## src/rtl/rename_regfile.sv

```systemverilog
// rename_regfile
// Architectural register file with per-register rename (busy/tag) tracking.
// Issue reads source operands (or their pending ROB tag) and renames its
// destination; commit writes retired values and clears a rename only when
// the committing tag is still the current owner of the register.
//
// Input semantics: there is no valid/ready handshake. iss_valid, cmt_valid
// and flush are single-cycle strobes consumed at the rising edge on which
// rdy is high. When rdy is low they are ignored and no state changes.

module rename_regfile #(
  parameter int XLEN  = 32,
  parameter int NREG  = 32,
  parameter int AW    = 5,
  parameter int TAG_W = 4,
  parameter int NRD   = 2,
  parameter int CNT_W = 6
) (
  input  logic                 clk,
  input  logic                 rst,
  input  logic                 rdy,
  input  logic                 flush,
  input  logic [NRD*AW-1:0]    rs_addr,
  output logic [NRD-1:0]       rs_ready,
  output logic [NRD*XLEN-1:0]  rs_val,
  output logic [NRD*TAG_W-1:0] rs_tag,
  input  logic                 iss_valid,
  input  logic [AW-1:0]        iss_rd,
  input  logic [TAG_W-1:0]     iss_tag,
  input  logic                 cmt_valid,
  input  logic [AW-1:0]        cmt_rd,
  input  logic [XLEN-1:0]      cmt_val,
  input  logic [TAG_W-1:0]     cmt_tag,
  output logic [CNT_W-1:0]     busy_cnt
);

  // Per-register state. Entry 0 is never written, so it stays zero/not busy.
  logic [NREG-1:0][XLEN-1:0]  value_q;
  logic [NREG-1:0]            busy_q;
  logic [NREG-1:0][TAG_W-1:0] tag_q;

  // Decoded update strobes.
  logic             iss_eff;   // issue that actually renames its destination
  logic             iss_inc;   // issue that turns a free register busy
  logic             cmt_wr;    // commit that writes a value
  logic             cmt_clr;   // commit that releases the rename
  logic [CNT_W-1:0] cnt_nxt;

  // Classify this cycle's issue/commit; issue owns busy/tag on a collision.
  always_comb begin
    iss_eff = iss_valid && (iss_rd != '0) && !flush;
    iss_inc = iss_eff && !busy_q[iss_rd];
    cmt_wr  = cmt_valid && (cmt_rd != '0);
    cmt_clr = cmt_wr && busy_q[cmt_rd] && (tag_q[cmt_rd] == cmt_tag) &&
              !(iss_eff && (iss_rd == cmt_rd));
  end

  // Busy count moves by at most one per cycle; a flush empties it.
  always_comb begin
    cnt_nxt = busy_cnt;
    if (flush) begin
      cnt_nxt = '0;
    end else begin
      cnt_nxt = busy_cnt + CNT_W'(iss_inc) - CNT_W'(cmt_clr);
    end
  end

  // Register state update; rdy low freezes everything.
  always_ff @(posedge clk or negedge rst) begin
    if (!rst) begin
      value_q  <= '0;
      busy_q   <= '0;
      tag_q    <= '0;
      busy_cnt <= '0;
    end else if (rdy) begin
      if (cmt_wr) begin
        value_q[cmt_rd] <= cmt_val;
      end
      if (flush) begin
        busy_q <= '0;
        tag_q  <= '0;
      end else begin
        if (cmt_clr) begin
          busy_q[cmt_rd] <= 1'b0;
        end
        if (iss_eff) begin
          busy_q[iss_rd] <= 1'b1;
          tag_q[iss_rd]  <= iss_tag;
        end
      end
      busy_cnt <= cnt_nxt;
    end
  end

  // Read ports: stored value when free, commit bypass when the owning tag
  // retires this cycle, otherwise the pending tag.
  for (genvar k = 0; k < NRD; k++) begin : g_rd
    logic [AW-1:0]    addr;
    logic             p_ready;
    logic [XLEN-1:0]  p_val;
    logic [TAG_W-1:0] p_tag;
    logic             byp;

    assign addr = rs_addr[k*AW +: AW];

    // Resolve one source operand.
    always_comb begin
      byp     = cmt_valid && rdy && (cmt_rd == addr) && (cmt_tag == tag_q[addr]);
      p_ready = 1'b1;
      p_val   = value_q[addr];
      p_tag   = '0;
      if (addr == '0) begin
        p_val = '0;
      end else if (!busy_q[addr]) begin
        p_val = value_q[addr];
      end else if (byp) begin
        p_val = cmt_val;
      end else begin
        p_ready = 1'b0;
        p_val   = '0;
        p_tag   = tag_q[addr];
      end
    end

    assign rs_ready[k]                = p_ready;
    assign rs_val[k*XLEN +: XLEN]     = p_val;
    assign rs_tag[k*TAG_W +: TAG_W]   = p_tag;
  end

endmodule

```

## config.mk

```make
export PLATFORM = sky130hd
export DESIGN_NAME = rename_regfile
export DESIGN_NICKNAME = d
export VERILOG_FILES = /design/src/rtl/rename_regfile.sv
export SDC_FILE = /design/constraint.sdc
export NUM_CORES = 2
export LEC_CHECK = 0
export ABC_AREA = 1
export CAP_MARGIN = 40
export CORE_MARGIN = 3
export CORE_UTILIZATION = 45
export CTS_CLUSTER_SIZE = 12
export DETAILED_ROUTE_END_ITERATION = 10
export DONT_BUFFER_PORTS = 1
export PLACE_DENSITY = 0.6
export RECOVER_POWER = 25
export SLEW_MARGIN = 0
export SYNTH_ARGS = -nofsm -noshare
export SYNTH_HDL_FRONTEND = slang
export SYNTH_SLANG_ARGS = --single-unit
```

## constraint.sdc

```tcl
create_clock -name clk -period 3.48 [get_ports clk]
set_clock_uncertainty 0.1 [all_clocks]
set_input_delay 0.522 -clock clk [delete_from_list [all_inputs] [get_ports clk]]
set_output_delay 0.522 -clock clk [all_outputs]
set_load 0.01 [all_outputs]
```

==> qor.tcl <==
set qor(cts_max_level) 4
set qor(worstRegToRegCells) 21
set qor(slowest_stage) {inv_12}
set qor(holdCritPathClass) {primary input to flop}
set qor(asyncSetResetFlopFracSynth_pct) 100.0
set qor(fmax_mhz) 210.4
set qor(ys_warn_count) 0
set qor(worst_ep_required_time_ps) 2860
set qor(clkLatencyLatePin_ps) 810
set qor(final_common_cell) {nand2_1}
set qor(gr_overflow_total) 0
set qor(synth_edf_count) 0
set qor(final_layout_size_suffix_gt1_share_pct) 10.23
set qor(post_drt_wl_per_cell_um) 25.82
set qor(hold_path_depth) 3
set qor(worst-path-stages) 17
set qor(worst-path-buf-inv) 7
set qor(drc_violations_left) 0
set qor(timing.critical_path.fanout_max) 393
set qor(clock_tree_from_tritoncts) {done}
set qor(final-seq-area_sq_um) 29780
set qor(syn_area_sq_um) 69070
set qor(yosysUniqueCellTypes) 47
set qor(critical_path.cell_chain) {inv_12 -> buf_12 -> buf_4 -> a21oi_1 -> o21ai_2 -> nand3_1 -> nand3_1 -> nand3_2 -> nand3_1 -> nand2_2 -> nor2_4 -> buf_12 -> buf_12 -> nand4_1 -> a21oi_4 -> buf_6 -> buf_6}
set qor(design.core.area_sq_um) 152300
set qor(fin_crit_ps) 4753
set qor(worstPathArrival_ps) 4130
set qor(cts_made_buffers) 142
set qor(fill_cells) 14760
set qor(synth-seq-cells) 1190
set qor(num_io_pins) 146
set qor(placedInstanceArea_sq_um) 72300
set qor(slowest_delay_ps) 640
set qor(setup_viol_count_final) 74
set qor(place.detailed.hpwl_um) 168700
set qor(final_area_sq_um) 79420
set qor(timing_hold_violations_final) 0
set qor(tightest_slew_ps) 2727
set qor(drv_slew) 405
set qor(timing.slew.headroom_pct) -81.79
set qor(maxCapViolations) 3
set qor(final_critical_path_setup_slack_ps) -1273
set qor(grt_use_total_pct) 36.97
set qor(finish.net_count) 9559
set qor(power_density_nw_per_um2) 491.9
set qor(delay_heaviest_family_cp) {buffers and inverters}
set qor(finalCritPeriodShare_pct) 136.6
set qor(numClockSinks) 1190
set qor(dr.pass1.iters) 9
set qor(setup_tns_ps) -49630
set qor(post_synthesis_average_cell_area_sq_um) 7.062
set qor(timing.critical_path.from_type) {primary input}
set qor(dr.first_iter.drc_count) 10990
set qor(path_clk_slew_ps) 60
set qor(p_leak_nw) 34.89
set qor(port_buffers) 0
set qor(dominantRegCellSynth) {dfrtp_1}
set qor(antenna_violating_nets_post_route) 0
set qor(status) {complete, but fails checks}
set qor(final_cell_mix) {2579 x nand2_1, 1614 x o21ai_0, 1185 x dfrtp_1}
set qor(vias_per_cell) 6.246
set qor(criticalPathCategory) {primary input to primary output}
set qor(grt_antenna_before_repair) 2
set qor(floorplan.die.height_um) 397.8
set qor(gpl.final_weighted_congestion) 0.9977
set qor(grt_setup_unrepaired) {true}
set qor(num_vias) 72630
set qor(number_of_global_route_vias_before_repair) 67480
set qor(violated_checks) {capacitance limit, slew limit, setup timing}
set qor(num_rows) 143
set qor(totalWireLength_um) 300300
set qor(syn-num-nets) 9853
set qor(irDropWorstVdd_mv) 0.5378
set qor(ys_seq_area_share_pct) 43.11
set qor(worst_setup_ep_type) {primary output}
set qor(die_area_sq_um) 158200
set qor(global_route_wire_length_before_repair_um) 444200
set qor(die_w_um) 397.8
set qor(cts_max_path_buffers) 3
set qor(grt_max_degree) 583
set qor(multi_input_comb_area_sq_um) 34930
set qor(ctsRootBufferMaster) {clkbuf_16}
set qor(initial_utilization_pct) 45.36
set qor(synthesis.instances) 9780
set qor(area_growth_pct) 14.99
[power by group]
group          internal [mW]  switching, mW
clock network           9.24           6.55
logic                   2.58           4.10
registers               15.4           1.21
total                   27.2           11.9
[layout make-up]
| cell class | count | area share [%] |
|---|---|---|
| multi-input cells | 7231 | 43.98 |
| flip-flops and latches | 1190 | 37.50 |
| repair buffers | 473 | 6.971 |
| clock buffers | 197 | 5.099 |
| well taps | 2030 | 3.198 |
| inverters | 448 | 2.204 |
| clock inverters | 57 | 1.049 |
| diodes | 1 | 0.003151 |
[timing repair]
item | in CTS | in global routing
setup buffers | 50 | 24
hold endpoints to repair | 108 | 0
gates cloned | 7 | 4
pin swaps | 79 | 76
hold buffers | 12 | 0
gates resized for setup | 276 | 119
setup endpoints to repair | 74 | 76
[per-stage QoR]
step / cells / utilization (%) / worst slack (ps) / hold slack, ps / total power [mW]
finish: 11630 / 52.16 / -1273 / 41.14 / 39.07
global route: 11630 / 52.16 / -890.8 / 50.53 / 40.70
CTS: 11600 / 51.86 / -308.3 / 4.772 / 38.93
detailed placement: 11290 / 47.48 / -382.2 / 267.6 / 22.85
global placement: 11270 / 47.17 / -371.1 / 264.6 / 22.63
floorplan: 9780 / - / 27.80 / 126.4 / 20.82
[synth_stat cells, drive strengths merged, types with 2 or more instances]
cell type	instances	area (sq um)
o31ai	3	22.52
o21ai	1709	8557
a31oi	75	469.2
dfrtp	1190	29780
a211oi	2	15.01
nor4	2	12.51
or2	4	25.02
o211ai	33	247.7
nand3	574	2885
a21oi	948	4745
a22o	26	227.7
o2111ai	4	35.03
nand4	72	450.4
buf	445	2369
xor2	3	26.28
a32o	34	340.3
nor2	746	2843
clkbuf	466	1749
mux2i	12	120.1
o22ai	144	900.9
a221oi	8	70.07
inv	447	1678
nand2	2632	9922
a32oi	18	157.7
a22oi	136	1021
ha	6	75.07
o311ai	5	43.79
nor3	17	110.1
xnor2	5	43.79
o221ai	9	78.83
[state kept, by name, summed over array words and instances, names as in the netlist]
signal and cells:
busy_cnt 6, value_q 1024, busy_q 32, tag_q 128
[worst register-to-register path, stage by stage (launching register included)]
cell	delay [ps]
dfrtp_1	420
inv_1	120
o21ai_0	370
nand2_1	100
nand2_1	100
nand2_1	60
nand2_1	60
nor2_1	40
nand2_1	70
nand3_1	130
nor2_4	140
nand3_4	70
inv_1	80
ha_1	230
inv_1	100
ha_2	190
inv_1	60
fa_2	360
o21bai_1	130
a21oi_1	90
o21ai_1	120
o22ai_1	70
[cells by family after synthesis]
| kind of cell | after synthesis | synth area share [%] |
|---|---|---|
| buffers and inverters | 1359 | 8.396 |
| AND/OR/NAND/NOR | 4048 | 23.53 |
| XOR/XNOR | 8 | 0.1014 |
| multiplexers | 12 | 0.1739 |
| AO/OA/AOI/OAI | 3156 | 24.55 |
| adder cells (fa/ha/maj) | 7 | 0.1377 |
| flip-flops | 1190 | 43.11 |
[path summary, 6_finish.rpt]
check | from | endpoint | slack [ps]
max | rs_addr[6] | rs_val[47] | -1270
min | cmt_val[31] | value_q[639]$_DFFE_PN0P_ | 40
max reg2reg | busy_q[24]$_DFFE_PN0P_ | busy_cnt[4]$_DFFE_PN0P_ | 160
min reg2reg | value_q[31]$_DFFE_PN0P_ | value_q[31]$_DFFE_PN0P_ | 280
max in group asynchronous | rst | value_q[783]$_DFFE_PN0P_ | 190
min in group asynchronous | rst | value_q[550]$_DFFE_PN0P_ | 1080
[metal layers]
metal | vias up | share of wire [%] | wire, um | track usage, %
met3 | 917 | 12 | 35380 | 9.388
met2 | 4684 | 42 | 127600 | 54.00
met1 | 34790 | 40 | 120400 | 50.34
met4 | 0 | 5.6 | 16870 | 19.57
met5 | - | 0 | 0 | 0
li1 | 32240 | - | - | -
No activity file was read; power rests on OpenSTA's default activity.
